File: src/rtl/eth_phy_10g_pkg.sv
// rtl/eth_phy_10g_pkg.sv - shared constants, types and helpers for the eth_phy_10g receive path
package eth_phy_10g_pkg;

  localparam int DATA_W = 64;
  localparam int HDR_W  = 2;

  localparam logic [1:0] SYNC_DATA = 2'b10;
  localparam logic [1:0] SYNC_CTRL = 2'b01;

  localparam int LOCK_WINDOW    = 64;
  localparam int LOCK_ERR_LIMIT = 16;
  localparam int BER_ERR_LIMIT  = 16;

  typedef enum logic [1:0] {
    SLIP_IDLE = 2'd0,
    SLIP_HIGH = 2'd1,
    SLIP_LOW  = 2'd2
  } slip_state_t;

  function automatic logic hdr_is_valid(input logic [1:0] hdr);
    return (hdr == SYNC_DATA) || (hdr == SYNC_CTRL);
  endfunction

endpackage

File: src/rtl/eth_phy_10g_rx_sync_if.sv
// rtl/eth_phy_10g_rx_sync_if.sv - SERDES-facing and link-status signals of the 10GBASE-R block sync
interface eth_phy_10g_rx_sync_if;
  import eth_phy_10g_pkg::*;

  logic [DATA_W-1:0] serdes_rx_data;
  logic [HDR_W-1:0]  serdes_rx_hdr;
  logic              serdes_rx_bitslip;
  logic              serdes_rx_reset_req;
  logic              rx_block_lock;
  logic              rx_high_ber;
  logic              rx_status;
  logic              rx_bad_block;
  logic [6:0]        rx_error_count;
  logic [DATA_W-1:0] rx_data;
  logic [HDR_W-1:0]  rx_hdr;

  modport master (
    output serdes_rx_data, serdes_rx_hdr,
    input  serdes_rx_bitslip, serdes_rx_reset_req, rx_block_lock, rx_high_ber,
    input  rx_status, rx_bad_block, rx_error_count, rx_data, rx_hdr
  );

  modport slave (
    input  serdes_rx_data, serdes_rx_hdr,
    output serdes_rx_bitslip, serdes_rx_reset_req, rx_block_lock, rx_high_ber,
    output rx_status, rx_bad_block, rx_error_count, rx_data, rx_hdr
  );

endinterface

File: src/rtl/eth_phy_10g_rx_ber_mon.sv
// rtl/eth_phy_10g_rx_ber_mon.sv - 125 us BER window, error count, link status and SERDES watchdog
module eth_phy_10g_rx_ber_mon
  import eth_phy_10g_pkg::*;
#(
  parameter int COUNT_125US = 125
) (
  input  logic       clk,
  input  logic       rst,
  input  logic       hdr_bad,
  input  logic       block_lock,
  output logic       high_ber,
  output logic       status,
  output logic       reset_req,
  output logic [6:0] error_count
);

  localparam int WIN_CW = $clog2(COUNT_125US);

  logic [WIN_CW-1:0] win_cnt;
  logic              win_end;
  logic [4:0]        ber_cnt;
  logic [4:0]        ber_cnt_d;
  logic              ber_hit;
  logic              status_seen;
  logic              bad_win;

  assign win_end = (win_cnt == WIN_CW'(COUNT_125US - 1));

  // The header arriving on the closing cycle is folded into that window.
  always_comb begin
    ber_cnt_d = ber_cnt;
    if (hdr_bad && block_lock && (ber_cnt != 5'h1f)) begin
      ber_cnt_d = ber_cnt + 5'd1;
    end
  end

  assign ber_hit = (ber_cnt_d >= 5'(BER_ERR_LIMIT));

  always_ff @(posedge clk) begin
    if (rst) begin
      win_cnt     <= '0;
      ber_cnt     <= '0;
      high_ber    <= 1'b0;
      status      <= 1'b0;
      reset_req   <= 1'b0;
      error_count <= '0;
      status_seen <= 1'b0;
      bad_win     <= 1'b0;
    end else begin
      reset_req <= 1'b0;
      status    <= block_lock && !high_ber;
      if (win_end) begin
        win_cnt     <= '0;
        ber_cnt     <= '0;
        high_ber    <= ber_hit;
        error_count <= {2'b00, ber_cnt_d};
        status_seen <= 1'b0;
        // Two back-to-back windows without a good link ask the SERDES to reset.
        if (status_seen || status) begin
          bad_win <= 1'b0;
        end else if (bad_win) begin
          bad_win   <= 1'b0;
          reset_req <= 1'b1;
        end else begin
          bad_win <= 1'b1;
        end
      end else begin
        win_cnt     <= win_cnt + WIN_CW'(1);
        ber_cnt     <= ber_cnt_d;
        status_seen <= status_seen | status;
        if (ber_hit) begin
          high_ber <= 1'b1;
        end
      end
    end
  end

endmodule

File: src/rtl/eth_phy_10g_rx_sync.sv
// rtl/eth_phy_10g_rx_sync.sv - 64b/66b block lock and bitslip control with BER/link-health monitoring
module eth_phy_10g_rx_sync
  import eth_phy_10g_pkg::*;
#(
  parameter int DATA_WIDTH          = 64,
  parameter int HDR_WIDTH           = 2,
  parameter int BIT_REVERSE         = 0,
  parameter int RX_SERDES_PIPELINE  = 0,
  parameter int BITSLIP_HIGH_CYCLES = 1,
  parameter int BITSLIP_LOW_CYCLES  = 8,
  parameter int COUNT_125US         = 125
) (
  input  logic           rx_clk,
  input  logic           rx_rst,
  eth_phy_10g_rx_sync_if.slave rx
);

  localparam int SLIP_MAX = (BITSLIP_HIGH_CYCLES > BITSLIP_LOW_CYCLES) ?
                            BITSLIP_HIGH_CYCLES : BITSLIP_LOW_CYCLES;
  localparam int SLIP_CW  = $clog2(SLIP_MAX + 1);

  logic [DATA_WIDTH-1:0] data_p;
  logic [HDR_WIDTH-1:0]  hdr_p;
  logic                  hdr_vld;
  logic [DATA_WIDTH-1:0] data_r;
  logic [HDR_WIDTH-1:0]  hdr_r;
  logic                  hdr_bad;
  logic                  hdr_good;

  generate
    if (RX_SERDES_PIPELINE == 0) begin : g_no_pipe
      assign data_p  = rx.serdes_rx_data;
      assign hdr_p   = rx.serdes_rx_hdr;
      assign hdr_vld = 1'b1;
    end else begin : g_pipe
      logic [DATA_WIDTH-1:0]         data_q [RX_SERDES_PIPELINE];
      logic [HDR_WIDTH-1:0]          hdr_q  [RX_SERDES_PIPELINE];
      logic [RX_SERDES_PIPELINE-1:0] vld_q;

      // vld_q keeps the reset contents of the pipeline from being judged as headers.
      always_ff @(posedge rx_clk) begin
        if (rx_rst) begin
          for (int i = 0; i < RX_SERDES_PIPELINE; i++) begin
            data_q[i] <= '0;
            hdr_q[i]  <= '0;
            vld_q[i]  <= 1'b0;
          end
        end else begin
          data_q[0] <= rx.serdes_rx_data;
          hdr_q[0]  <= rx.serdes_rx_hdr;
          vld_q[0]  <= 1'b1;
          for (int i = 1; i < RX_SERDES_PIPELINE; i++) begin
            data_q[i] <= data_q[i-1];
            hdr_q[i]  <= hdr_q[i-1];
            vld_q[i]  <= vld_q[i-1];
          end
        end
      end

      assign data_p  = data_q[RX_SERDES_PIPELINE-1];
      assign hdr_p   = hdr_q[RX_SERDES_PIPELINE-1];
      assign hdr_vld = vld_q[RX_SERDES_PIPELINE-1];
    end
  endgenerate

  always_comb begin
    data_r = data_p;
    hdr_r  = hdr_p;
    if (BIT_REVERSE != 0) begin
      for (int i = 0; i < DATA_WIDTH; i++) begin
        data_r[i] = data_p[DATA_WIDTH-1-i];
      end
      for (int i = 0; i < HDR_WIDTH; i++) begin
        hdr_r[i] = hdr_p[HDR_WIDTH-1-i];
      end
    end
  end

  assign rx.rx_data = data_r;
  assign rx.rx_hdr  = hdr_r;
  assign hdr_bad    = hdr_vld && !hdr_is_valid(hdr_r);
  assign hdr_good   = hdr_vld && hdr_is_valid(hdr_r);

  logic        block_lock, lock_d;
  logic [5:0]  sh_cnt, sh_cnt_d;
  logic [4:0]  sh_inv_cnt, sh_inv_d;
  logic        slip_req;
  logic        bad_block;

  slip_state_t          slip_state, slip_state_d;
  logic [SLIP_CW-1:0]   slip_cnt, slip_cnt_d;
  logic                 slip_last_low;
  logic                 slip_ready;

  // The last mandatory low cycle already accepts a new header, so back-to-back slips
  // are spaced HIGH+LOW cycles apart.
  assign slip_last_low = (slip_state == SLIP_LOW) &&
                         (slip_cnt == SLIP_CW'(BITSLIP_LOW_CYCLES - 1));
  assign slip_ready    = (slip_state == SLIP_IDLE) || slip_last_low;

  always_comb begin
    lock_d   = block_lock;
    sh_cnt_d = sh_cnt;
    sh_inv_d = sh_inv_cnt;
    slip_req = 1'b0;
    if (!block_lock) begin
      if (!slip_ready) begin
        sh_cnt_d = '0;
        sh_inv_d = '0;
      end else if (hdr_bad) begin
        sh_cnt_d = '0;
        sh_inv_d = '0;
        slip_req = 1'b1;
      end else if (hdr_good) begin
        if (sh_cnt == 6'(LOCK_WINDOW - 1)) begin
          lock_d   = 1'b1;
          sh_cnt_d = '0;
          sh_inv_d = '0;
        end else begin
          sh_cnt_d = sh_cnt + 6'd1;
        end
      end
    end else if (hdr_vld) begin
      if (hdr_bad && (sh_inv_cnt == 5'(LOCK_ERR_LIMIT - 1))) begin
        lock_d   = 1'b0;
        sh_cnt_d = '0;
        sh_inv_d = '0;
        slip_req = 1'b1;
      end else if (sh_cnt == 6'(LOCK_WINDOW - 1)) begin
        sh_cnt_d = '0;
        sh_inv_d = '0;
      end else begin
        sh_cnt_d = sh_cnt + 6'd1;
        if (hdr_bad) begin
          sh_inv_d = sh_inv_cnt + 5'd1;
        end
      end
    end
  end

  always_comb begin
    slip_state_d = slip_state;
    slip_cnt_d   = slip_cnt;
    case (slip_state)
      SLIP_IDLE: begin
        if (slip_req) begin
          slip_state_d = SLIP_HIGH;
          slip_cnt_d   = '0;
        end
      end
      SLIP_HIGH: begin
        if (slip_cnt == SLIP_CW'(BITSLIP_HIGH_CYCLES - 1)) begin
          slip_state_d = SLIP_LOW;
          slip_cnt_d   = '0;
        end else begin
          slip_cnt_d = slip_cnt + SLIP_CW'(1);
        end
      end
      SLIP_LOW: begin
        if (slip_last_low) begin
          slip_state_d = slip_req ? SLIP_HIGH : SLIP_IDLE;
          slip_cnt_d   = '0;
        end else begin
          slip_cnt_d = slip_cnt + SLIP_CW'(1);
        end
      end
      default: begin
        slip_state_d = SLIP_IDLE;
        slip_cnt_d   = '0;
      end
    endcase
  end

  always_ff @(posedge rx_clk) begin
    if (rx_rst) begin
      block_lock <= 1'b0;
      sh_cnt     <= '0;
      sh_inv_cnt <= '0;
      slip_state <= SLIP_IDLE;
      slip_cnt   <= '0;
      bad_block  <= 1'b0;
    end else begin
      block_lock <= lock_d;
      sh_cnt     <= sh_cnt_d;
      sh_inv_cnt <= sh_inv_d;
      slip_state <= slip_state_d;
      slip_cnt   <= slip_cnt_d;
      bad_block  <= hdr_bad;
    end
  end

  assign rx.serdes_rx_bitslip = (slip_state == SLIP_HIGH);
  assign rx.rx_block_lock     = block_lock;
  assign rx.rx_bad_block      = bad_block;

  eth_phy_10g_rx_ber_mon #(
    .COUNT_125US (COUNT_125US)
  ) u_ber_mon (
    .clk         (rx_clk),
    .rst         (rx_rst),
    .hdr_bad     (hdr_bad),
    .block_lock  (block_lock),
    .high_ber    (rx.rx_high_ber),
    .status      (rx.rx_status),
    .reset_req   (rx.serdes_rx_reset_req),
    .error_count (rx.rx_error_count)
  );

endmodule

File: src/flat_wrapper.sv
// flat-port wrapper written by rule: the top's interface ports become plain ports
module eth_phy_10g_rx_sync_flat import eth_phy_10g_pkg::*;
#(
  parameter int DATA_WIDTH          = 64,
  parameter int HDR_WIDTH           = 2,
  parameter int BIT_REVERSE         = 0,
  parameter int RX_SERDES_PIPELINE  = 0,
  parameter int BITSLIP_HIGH_CYCLES = 1,
  parameter int BITSLIP_LOW_CYCLES  = 8,
  parameter int COUNT_125US         = 125
)
  (rx_clk, rx_rst, rx_serdes_rx_data, rx_serdes_rx_hdr, rx_serdes_rx_bitslip, rx_serdes_rx_reset_req, rx_rx_block_lock, rx_rx_high_ber, rx_rx_status, rx_rx_bad_block, rx_rx_error_count, rx_rx_data, rx_rx_hdr);
  eth_phy_10g_rx_sync_if rx_i ();
  input  logic rx_clk;
  input  logic rx_rst;
  input wire logic [$bits(rx_i.serdes_rx_data)-1:0] rx_serdes_rx_data;
  input wire logic [$bits(rx_i.serdes_rx_hdr)-1:0] rx_serdes_rx_hdr;
  output wire logic [$bits(rx_i.serdes_rx_bitslip)-1:0] rx_serdes_rx_bitslip;
  output wire logic [$bits(rx_i.serdes_rx_reset_req)-1:0] rx_serdes_rx_reset_req;
  output wire logic [$bits(rx_i.rx_block_lock)-1:0] rx_rx_block_lock;
  output wire logic [$bits(rx_i.rx_high_ber)-1:0] rx_rx_high_ber;
  output wire logic [$bits(rx_i.rx_status)-1:0] rx_rx_status;
  output wire logic [$bits(rx_i.rx_bad_block)-1:0] rx_rx_bad_block;
  output wire logic [$bits(rx_i.rx_error_count)-1:0] rx_rx_error_count;
  output wire logic [$bits(rx_i.rx_data)-1:0] rx_rx_data;
  output wire logic [$bits(rx_i.rx_hdr)-1:0] rx_rx_hdr;
  assign rx_i.serdes_rx_data = rx_serdes_rx_data;
  assign rx_i.serdes_rx_hdr = rx_serdes_rx_hdr;
  assign rx_serdes_rx_bitslip = rx_i.serdes_rx_bitslip;
  assign rx_serdes_rx_reset_req = rx_i.serdes_rx_reset_req;
  assign rx_rx_block_lock = rx_i.rx_block_lock;
  assign rx_rx_high_ber = rx_i.rx_high_ber;
  assign rx_rx_status = rx_i.rx_status;
  assign rx_rx_bad_block = rx_i.rx_bad_block;
  assign rx_rx_error_count = rx_i.rx_error_count;
  assign rx_rx_data = rx_i.rx_data;
  assign rx_rx_hdr = rx_i.rx_hdr;
  eth_phy_10g_rx_sync #(.DATA_WIDTH(DATA_WIDTH), .HDR_WIDTH(HDR_WIDTH), .BIT_REVERSE(BIT_REVERSE), .RX_SERDES_PIPELINE(RX_SERDES_PIPELINE), .BITSLIP_HIGH_CYCLES(BITSLIP_HIGH_CYCLES), .BITSLIP_LOW_CYCLES(BITSLIP_LOW_CYCLES), .COUNT_125US(COUNT_125US)) u_core (.rx_clk(rx_clk), .rx_rst(rx_rst), .rx(rx_i));
endmodule
File: config.mk
export PLATFORM = sky130hd
export DESIGN_NAME = eth_phy_10g_rx_sync_flat
export DESIGN_NICKNAME = d
export VERILOG_FILES = /design/src/rtl/eth_phy_10g_pkg.sv /design/src/rtl/eth_phy_10g_rx_sync_if.sv /design/src/rtl/eth_phy_10g_rx_ber_mon.sv /design/src/rtl/eth_phy_10g_rx_sync.sv /design/src/flat_wrapper.sv
export SDC_FILE = /design/constraint.sdc
export NUM_CORES = 1
export LEC_CHECK = 0
export BUFFER_PORTS_ARGS = -buffer_cell sky130_fd_sc_hd__buf_4
export CAP_MARGIN = 20
export CORE_MARGIN = 5
export CORE_UTILIZATION = 38
export DETAILED_ROUTE_END_ITERATION = 8
export PLACE_DENSITY = 0.83
export SYNTH_ARGS = -nofsm -noshare
export SYNTH_HDL_FRONTEND = slang
export SYNTH_SLANG_ARGS = --single-unit
File: constraint.sdc
create_clock -name rx_clk -period 2.3 [get_ports rx_clk]
set_input_delay 0.46 -clock rx_clk [delete_from_list [all_inputs] [get_ports rx_clk]]
set_output_delay 0.46 -clock rx_clk [all_outputs]
set_load 0.02 [all_outputs]
==> results.md, run 1 <==
- Status: completed
- Ports: around 150
- VDD IR max: roughly 0.28 mV
- Bufs on Longest Clock Path: 2
- Final WL: between 4000 and 5000 µm
- Postcts setup bufs: 0
- Initial core utilization: 38.7%
- Final non-filler cell area: roughly 0.0023 mm²
- WP data arrival: between 2 and 2.5 ns
- Total GRT Usage: between 10% and 20%
- Die area: ~0.0081 mm²
- Mux contribution to synthesized area: 0.819%
- Combinational share of power: a little under 20%
- Main flop type after synthesis: dfxtp_1
- First-pass DRT Iterations: 4
- Root Driver: clkbuf_8
- Int Pwr: 1.21 mW
- Placed cell count: 300
- CP Launch Type: flop
- Worst-path fanout max: 8
- Critical setup path kind: reg2reg
- Largest net degree at the start of global routing: 22
- Number of synthesized flops with an enable pin: 0
- LEAKAGE: between 0.8 and 0.9 nW
- # clock sinks: 41
- Initial antenna violation count: 0
- FMAX: approximately 500 MHz
- NetSw: 0.479 mW
- # resized after CTS: 0
- CTS clk-pin slew, worst paths: about 0.080 ns
- Largest family of logic cells by synthesized area: buffers and inverters
- Pre-CTS setup slack: slightly above 0.3 ns
- Area after DPL: 0.00215 mm²
- Drt wl/cell: around 14 µm
- Crit path time final: approximately 2.0 ns
- XOR/XNOR Fraction of Synth Area: approximately 5.6%
- Share of cells above drive strength 1: around 16%
- Total gr overflow: 0
- Mapped Area: 0.00244 mm²
- Clock Skews: between 0.004 and 0.005 ns
- Fin nets: ~310
- Hold Crit Class: reg2reg
- DP HPWL: 3080 µm
- Max-cap violations: 0
- First-pass GRT wire length: 7220 µm
- H-tree levels: 2
- Row Count: 29
- Diode count: 0
- Syn_area_per_cell: between 8 and 9 µm²
- TritonCTS Buffers: 5
- CTS tree: done
- Worst hold margin: roughly 0.47 ns
- Crit share post-route: ~87%
- Worst slew pin tran: approximately 0.62 ns
- Initial DRC Count: 56
- Worst path required time: 2.50 ns
- Seq pwr share: between 40% and 50%
- Finish-stage setup viols: 0
- Adder-Cell Fraction of Synth Area: ~6.7%
- Post-route ant nets: 0
- P per Cell Area: approximately 740 mW/mm²
- Core Footprint: between 0.006 and 0.007 mm²
- Cell Count, Final, Fillers Out: between 300 and 400
- Clk pwr share: between 30% and 40%
- Simple-gate share of the synthesized area: approximately a fifth
- Synth Instances: 276
- RSZ-0062 raised after global routing: false
- DRC violations left: 0
- Yosys warnings: 0
- CP endpoint kind: flop
- Via count: about 1.6k
- Die Y: ~90 µm
- Netlist cell types: between 40 and 50
- Max_slew headroom: approximately 59%
- Vias in the first global route: between 1.5k and 2k
- Latest clock arrival within the worst-skew pair: between 0.2 and 0.3 ns
- Synthesized flop and latch total: 41
- FFs w/ async S/R, synth: 0%
- Placer Congestion: 0.814
- Hold Buf Count CTS: 0
- Die width: ~90 µm
- Final setup margin: ~0.29 ns
- Buffers on Ports: 16
- Via density: slightly above 5
- Final slew viol count: 0
- Final hold violations: 0
- Sequential-to-total area share from yosys stat: 33.6%
- Syn-to-layout area delta: -7.17%
- Switch share: around 28%
- Final TNS setup: 0 ns
- Compound-cell area share of the yosys netlist: under 10%
==> layer usage <==
| layer | wire length, µm | track usage [%] |
|---|---|---|
| met5 | 0 | 0 |
| met2 | 2010 | 17.5 |
| met4 | 75 | 5.21 |
| met1 | 1720 | 11.0 |
| met3 | 383 | 4.67 |
==> cells in the final DEF, fill, tap and decap left out, drive strengths merged, types with 2 or more instances in the layout <==
cell type and count:
a211oi 6, a21oi 13, a31oi 3, and3 5, buf 18, clkbuf 7
conb 2, dfxtp 41, ha 13, inv 10, mux2i 2, nand2 6
nand3 14, nand3b 2, nand4b 2, nor2 37, nor3 5, nor4b 3
o21ai 10, o21bai 2, or2 2, xnor2 8, xor2 6
==> registers in the layout, indices dropped and copies added, names as in the netlist <==
signal	count
u_core.rx.rx_bad_block	1
u_core.rx.rx_block_lock	1
u_core.sh_cnt	6
u_core.sh_inv_cnt	5
u_core.slip_cnt	4
u_core.slip_state	2
u_core.u_ber_mon.bad_win	1
u_core.u_ber_mon.ber_cnt	5
u_core.u_ber_mon.error_count	5
u_core.u_ber_mon.high_ber	1
u_core.u_ber_mon.reset_req	1
u_core.u_ber_mon.status	1
u_core.u_ber_mon.status_seen	1
u_core.u_ber_mon.win_cnt	7
==> Yosys cell counts, drive strengths merged (2+ instances only) <==
master,count,area [µm²]
buf,69,515
dfxtp,41,821
nor2,37,139
nand3,14,70.1
a21oi,13,68.8
ha,13,163
inv,10,37.5
o21ai,10,50.1
xnor2,8,77.6
a211oi,6,45.0
nand2,6,22.5
xor2,6,60.1
and3,5,31.3
nor3,5,36.3
a31oi,3,18.8
clkbuf,3,11.3
nor4b,3,53.8
mux2i,2,20.0
nand3b,2,15.0
nand4b,2,17.5
o21bai,2,15.0
or2,2,12.5
==> power groups by stage <==
stage | Combinational [mW] | Sequential [mW] | Clock, mW
floorplan | 0.410 | 0.771 | 0
global placement | 0.317 | 0.773 | 0
detailed placement | 0.328 | 0.774 | 0
CTS | 0.330 | 0.758 | 0.612
global route | 0.364 | 0.763 | 0.648
finish | 0.328 | 0.757 | 0.601
==> final cells by class <==
class / instances / area, µm²
multi-input cells: 154 / 1060
well taps: 77 / 96.3
flip-flops and latches: 41 / 821
repair buffers: 18 / 135
fillers: 648 / 4050
clock inverters: 1 / 30.0
inverters: 10 / 37.5
clock buffers: 7 / 86.3
==> cells by family (layout without fill, tap and decap cells) <==
family,Yosys count,count (layout)
muxes,2,2
DFF,41,41
other,1,2
adders and majority gates,13,13
buffers and inverters,82,36
and+or+nand+nor,85,85
AOI/OAI and AO/OA,38,38
xor gates and xnor gates,14,14
==> metrics by stage <==
stage                     utilization, %  power, mW
final                               35.9       1.69
after global routing                35.9       1.77
after CTS                           35.9       1.70
after detailed placement            34.1       1.10
after global placement              34.1       1.09
after floorplan                        -       1.18
==> path summary, 6_finish.rpt <==
path                                     from                           to  slack (ns)  cells after the start
hold reg to reg   u_core.u_ber_mon.win_cnt[0]  u_core.u_ber_mon.win_cnt[0]        0.47                      1
setup / recovery         u_core.sh_inv_cnt[0]         u_core.slip_state[0]        0.29                      7
setup reg to reg         u_core.sh_inv_cnt[0]         u_core.slip_state[0]        0.29                      7
hold / removal    u_core.u_ber_mon.win_cnt[0]  u_core.u_ber_mon.win_cnt[0]        0.47                      1
==> critical path, cell delays in order, from the launching register on <==
cell and delay (ns):
dfxtp_1 0.39, ha_1 0.20, and3_1 0.16, ha_1 0.23
nand2b_1 0.22, a21boi_2 0.14, or2_0 0.27, o41ai_2 0.29
Power figures use the tool's default switching activity.
==> run 2, diff against run 1 <==
- CORE_UTILIZATION: 38 -> 44
- PLACE_DENSITY: 0.83 -> 0.92
==> results.md, run 2 (synthesized netlist as in run 1, its figures left out) <==
- Worst path required time: 2.50 ns (about the same)
- First-pass DRT Iterations: 4 (unchanged)
- Share of cells above drive strength 1: 16.5% (+0.43 points)
- Ports: 147 (unchanged)
- Largest net degree at the start of global routing: 22 (unchanged)
- FMAX: 513 MHz (+3.1%)
- Via count: 1564 (-1.3%)
- First-pass GRT wire length: 7070 µm (-2.1%)
- Via density: 5.16 (+0.37%)
- Hold Crit Class: reg2reg
- Initial DRC Count: 85 (+52%)
- Total GRT Usage: 12.2% (+1.8 points)
- Max_slew headroom: 59.9% (+1.2 points)
- # resized after CTS: 0 (unchanged)
- Status: completed
- WP data arrival: 2.15 ns (-0.06 ns)
- Diode count: 0 (unchanged)
- Hold Buf Count CTS: 0 (unchanged)
- GR peak layer: met2
- CTS clk-pin slew, worst paths: 0.08 ns (about the same)
- RSZ-0062 raised after global routing: false
- Max FFs per register: 7 (unchanged)
- Biggest registers after layout: u_core.u_ber_mon.win_cnt: 7 flops, u_core.sh_cnt: 6 flops
- Register Area: 821 µm² (unchanged)
- Worst-path fanout max: 8 (unchanged)
- CTS tree: done
- Postcts setup bufs: 0 (unchanged)
- Placer Congestion: 0.800 (-1.7%)
- Crit share post-route: 84.7% (-2.6 points)
- P per Cell Area: 745 mW/mm² (+0.26%)
- Area after DPL: 0.00215 mm² (-0.29%)
- LEAKAGE: 0.858 nW (-0.12%)
- Die width: 84.5 µm (-6.3%)
- Final slew viol count: 0 (unchanged)
- DP HPWL: 3070 µm (-0.19%)
- Final non-filler cell area: 0.00227 mm² (-0.11%)
- Clock Skews: 0.00677 ns (+0.00229 ns)
- Crit path time final: 1.95 ns (-0.0606 ns)
- Routing usage on met1: 13.4% (+2.3 points)
- Final hold violations: 0 (unchanged)
- TritonCTS Buffers: 5 (unchanged)
- CP endpoint kind: flop
- Total gr overflow: 0 (unchanged)
- H-tree levels: 2 (unchanged)
- Post-route ant nets: 0 (unchanged)
- Vias in the first global route: 1523 (-6.6%)
- Die area: 0.00714 mm² (-12%)
- Critical setup path kind: reg2reg
- # clock sinks: 41 (unchanged)
- Bufs on Longest Clock Path: 2 (unchanged)
- Max-cap violations: 0 (unchanged)
- Routing usage on met3: 4.81% (+0.13 points)
- Core Footprint: 0.00544 mm² (-14%)
- Fin nets: 311 (unchanged)
- Buffers on Ports: 16 (unchanged)
- Global routing usage on met2: 19.4% (+1.9 points)
- VDD IR max: 0.361 mV (+29%)
- Die Y: 84.5 µm (-6.3%)
- Drt wl/cell: 13.8 µm (+1.8%)
- DRC violations left: 0 (unchanged)
- Worst slew pin tran: 0.601 ns (-0.0187 ns)
- Final WL: 4200 µm (+0.14%)
- Initial antenna violation count: 0 (unchanged)
- Multi-input logic area: 0.00106 mm² (unchanged)
- Latest clock arrival within the worst-skew pair: 0.29 ns (about the same)
- Largest register by flop count: u_core.u_ber_mon.win_cnt
- Final TNS setup: 0 ns (unchanged)
- Root Driver: clkbuf_8
- CP Launch Type: flop
- Initial core utilization: 44.9% (+6.2 points)
- Leading cell type in the layout, fill and taps excluded: dfxtp_1
- Syn-to-layout area delta: -7.27%
- Most frequent cells in the layout: dfxtp_1 (41), nor2_1 (37), buf_4 (18)
- Row Count: 27 (-6.9%)
- Finish-stage setup viols: 0 (unchanged)
- Fillcell total: 505 (-22%)
-- run 2: area by class of cell --
| cell class | instances | area share (%) |
|---|---|---|
| multi-input combinational | 154 | 46.9 |
| sequential | 41 | 36.2 |
| timing repair buffer | 18 | 5.96 |
| tap | 72 | 3.98 |
| clock buffer | 6 | 3.64 |
| clock inverter | 2 | 1.66 |
| inverter | 10 | 1.66 |
-- run 2: worst max-delay path: stages, from the launching register on --
cell      delay (ns)
dfxtp_1         0.38
ha_1            0.20
and3_1          0.16
ha_1            0.22
nand2b_1        0.21
a21boi_2        0.14
or2_0           0.26
o41ai_2         0.28
-- run 2: path summary, 6_finish.rpt --
kind / from / to / slack [ns] / cells after the start
min reg2reg: u_core.sh_cnt[0] / u_core.sh_cnt[0] / 0.47 / 1
min: u_core.sh_cnt[0] / u_core.sh_cnt[0] / 0.47 / 1
max: u_core.sh_inv_cnt[0] / u_core.slip_state[0] / 0.35 / 7
max reg2reg: u_core.sh_inv_cnt[0] / u_core.slip_state[0] / 0.35 / 7
-- run 2: where the power goes --
part | internal, mW | switching [mW]
logic | 0.120 | 0.210
clock network | 0.353 | 0.247
registers | 0.735 | 0.0236
total | 1.21 | 0.481
-- run 2: metal layers --
metal / share of wire (%) / wire [µm]
met2: 48 / 2030
met4: 3.3 / 139
met1: 40 / 1690
met3: 8.1 / 340
met5: 0 / 0
-- run 2: through the flow --
| stage | power (mW) | util [%] | worst slack [ns] | cells | hold WS (ns) |
|---|---|---|---|---|---|
| after floorplan | 1.18 | - | 0.525 | 277 | 0.430 |
| after global placement | 1.09 | 39.5 | 0.460 | 295 | 0.441 |
| after detailed placement | 1.10 | 39.5 | 0.377 | 295 | 0.459 |
| after CTS | 1.71 | 41.7 | 0.356 | 303 | 0.472 |
| after global routing | 1.79 | 41.7 | 0.226 | 303 | 0.495 |
| final | 1.69 | 41.7 | 0.352 | 303 | 0.473 |
==> run 3, diff against run 2 <==
- clock period: 2.3 -> 1.8 ns (I/O delays scaled with it)
==> results.md, run 3 (synthesized netlist as in run 1, its figures left out) <==
- Status: completed
- Cell Count, Final, Fillers Out: 313 (+3.3%)
- First-pass DRT Iterations: 4 (unchanged)
- Diode count: 0 (unchanged)
- Worst min-delay path startpoint: rx_rst
- H-tree levels: 2 (unchanged)
- Leading cell type in the layout, fill and taps excluded: dfxtp_1
- LEAKAGE: 0.910 nW (+6.1%)
- CP Launch Type: flop
- Via density: 5.21 (+0.95%)
- FF-to-FF setup slack: 0.02 ns (-0.33 ns)
- Root Driver: clkbuf_8
- Placed cell count: 305 (+3.4%)
- Share of cells above drive strength 1: 24.9% (+8.4 points)
- Most frequent cells in the layout: dfxtp_1 (40), nor2_1 (37), buf_4 (29)
- Initial DRC Count: 117 (+38%)
- Worst Hold End: u_core.u_ber_mon.high_ber
- Buffers on Ports: 16 (unchanged)
- Clock Skews: 0.00219 ns (-0.00458 ns)
- WP data arrival: 2.01 ns (-0.14 ns)
- Syn-to-layout area delta: -2.82%
- Die area: 0.00714 mm² (unchanged)
- CTS tree: done
- Pre-CTS setup slack: -0.0406 ns (-0.418 ns)
- Via count: 1631 (+4.3%)
- RR Startpoint: u_core.sh_inv_cnt[1]
- Latest clock arrival within the worst-skew pair: 0.29 ns (about the same)
- Finish-stage setup viols: 0 (unchanged)
- Crit share post-route: 98.7% (+14 points)
- Ports: 147 (unchanged)
- Vias in the first global route: 1632 (+7.2%)
- Row Count: 27 (unchanged)
- Reg-to-reg critical path endpoint: u_core.sh_inv_cnt[3]
- Placer Congestion: 0.846 (+5.8%)
- R2R cell count: 8 (+1)
- Drt wl/cell: 14.3 µm (+3.4%)
- First-pass GRT wire length: 7350 µm (+3.9%)
- Worst-path fanout max: 4 (-4)
- Post-route ant nets: 0 (unchanged)
- Worst path required time: 2.04 ns (-0.46 ns)
- Post-layout power: 2.05 mW (+22%)
- Core Footprint: 0.00544 mm² (unchanged)
- Hold Buf Count CTS: 0 (unchanged)
- Max-cap violations: 0 (unchanged)
- Largest register by flop count: u_core.u_ber_mon.win_cnt
- Max_slew headroom: 66.4% (+6.5 points)
- DP HPWL: 3280 µm (+6.6%)
- P per Cell Area: 865 mW/mm² (+16%)
- Hold Crit Class: in2reg
- Total GRT Usage: 12.7% (+0.49 points)
- Die width: 84.5 µm (unchanged)
- Max FFs per register: 7 (unchanged)
- WHS Path Cells: 2 (+1)
- Final hold violations: 0 (unchanged)
- Bufs on Longest Clock Path: 2 (unchanged)
- FMAX: 563 MHz (+9.6%)
- Worst hold margin: 0.399 ns (-0.0745 ns)
- Crit path time final: 1.78 ns (-0.171 ns)
- DRC violations left: 0 (unchanged)
- Largest net degree at the start of global routing: 22 (unchanged)
- Initial core utilization: 44.9% (unchanged)
- Final slew viol count: 0 (unchanged)
- Biggest registers after layout: u_core.u_ber_mon.win_cnt: 7 flops, u_core.sh_cnt: 6 flops
- Fin nets: 322 (+3.5%)
- CP endpoint kind: flop
- Worst slew pin tran: 0.503 ns (-0.0979 ns)
- RSZ-0062 raised after global routing: true
- Final setup margin: 0.0226 ns (-0.329 ns)
- Final WL: 4480 µm (+6.8%)
- Total gr overflow: 0 (unchanged)
- VDD IR max: 0.359 mV (-0.61%)
- Critical setup path kind: reg2reg
- # clock sinks: 41 (unchanged)
- CTS clk-pin slew, worst paths: 0.07 ns (about the same)
- Die Y: 84.5 µm (unchanged)
- Initial antenna violation count: 0 (unchanged)
- TritonCTS Buffers: 5 (unchanged)
==> run 3: cell types whose count changed in the layout (fill, tap and decap cells not counted), sizes merged <==
cell      change
clkinvlp      -1
bufinv        -1
buf          +11
clkbuf        +1
==> run 3: critical path, cell delays in order, from the launching register on <==
cell     delay, ns
dfxtp_2       0.33
ha_1          0.19
and3_1        0.19
ha_2          0.20
buf_4         0.14
nor2b_2       0.21
and3_1        0.22
o21ai_1       0.09
a21oi_2       0.14
==> run 3: worst max-delay path by stage <==
stage | start | endpoint | slack (ns) | depth (start not counted)
finish | u_core.sh_inv_cnt[1] | u_core.sh_inv_cnt[3] | 0.02 | 8
global route | u_core.sh_inv_cnt[1] | u_core.sh_inv_cnt[3] | -0.07 | 8
CTS | u_core.u_ber_mon.ber_cnt[1] | u_core.u_ber_mon.error_count[4] | 0.008 | 6
detailed placement | u_core.sh_inv_cnt[1] | u_core.slip_cnt[2] | -0.04 | 8
global placement | u_core.sh_inv_cnt[0] | u_core.slip_cnt[2] | 0.002 | 8
floorplan | u_core.sh_inv_cnt[0] | u_core.sh_inv_cnt[3] | 0.03 | 6
==> run 3: timing repair <==
| action | in CTS | in global routing |
|---|---|---|
| buffers inserted | 0 | 1 |
| resized for setup | 2 | 13 |
| endpoints found under the setup margin | 9 | 21 |
| cloned | 0 | 0 |
| pin swaps | 0 | 4 |
==> run 3: area by class of cell <==
cell class / instances / area, µm²
Clock buffer: 7 / 86.3
Fill cell: 497 / 3060
Inverter: 10 / 37.5
Multi-Input combinational cell: 154 / 1120
Sequential cell: 41 / 822
Tap cell: 72 / 90.1
Timing Repair Buffer: 29 / 218
==> run 3: stage by stage <==
step / area [µm²] / utilization, % / setup TNS [ns]
3_5_place_dp: 2220 / 40.8 / -0.135
4_1_cts: 2320 / 42.6 / 0
2_1_floorplan: 2450 / - / 0
6_report: 2370 / 43.7 / 0
5_1_grt: 2370 / 43.7 / -0.127
3_3_place_gp: 2220 / 40.8 / 0
==> run 3: where the power goes <==
group          switching (mW)  internal, mW  total, mW  leakage [nW]
Combinational           0.293         0.195      0.488         0.534
Sequential             0.0292         0.940      0.969         0.332
Clock                   0.294         0.304      0.598        0.0443
Total                   0.616          1.44       2.05         0.910
==> run 3: metal layers <==
layer | GRT usage [%] | vias to the layer above | routed length [µm]
met4 | 8.49 | 0 | 157
met3 | 5.79 | 22 | 398
met1 | 12.5 | 771 | 1690
li1 | - | 789 | -
met5 | 0 | - | 0
met2 | 21.4 | 49 | 2240
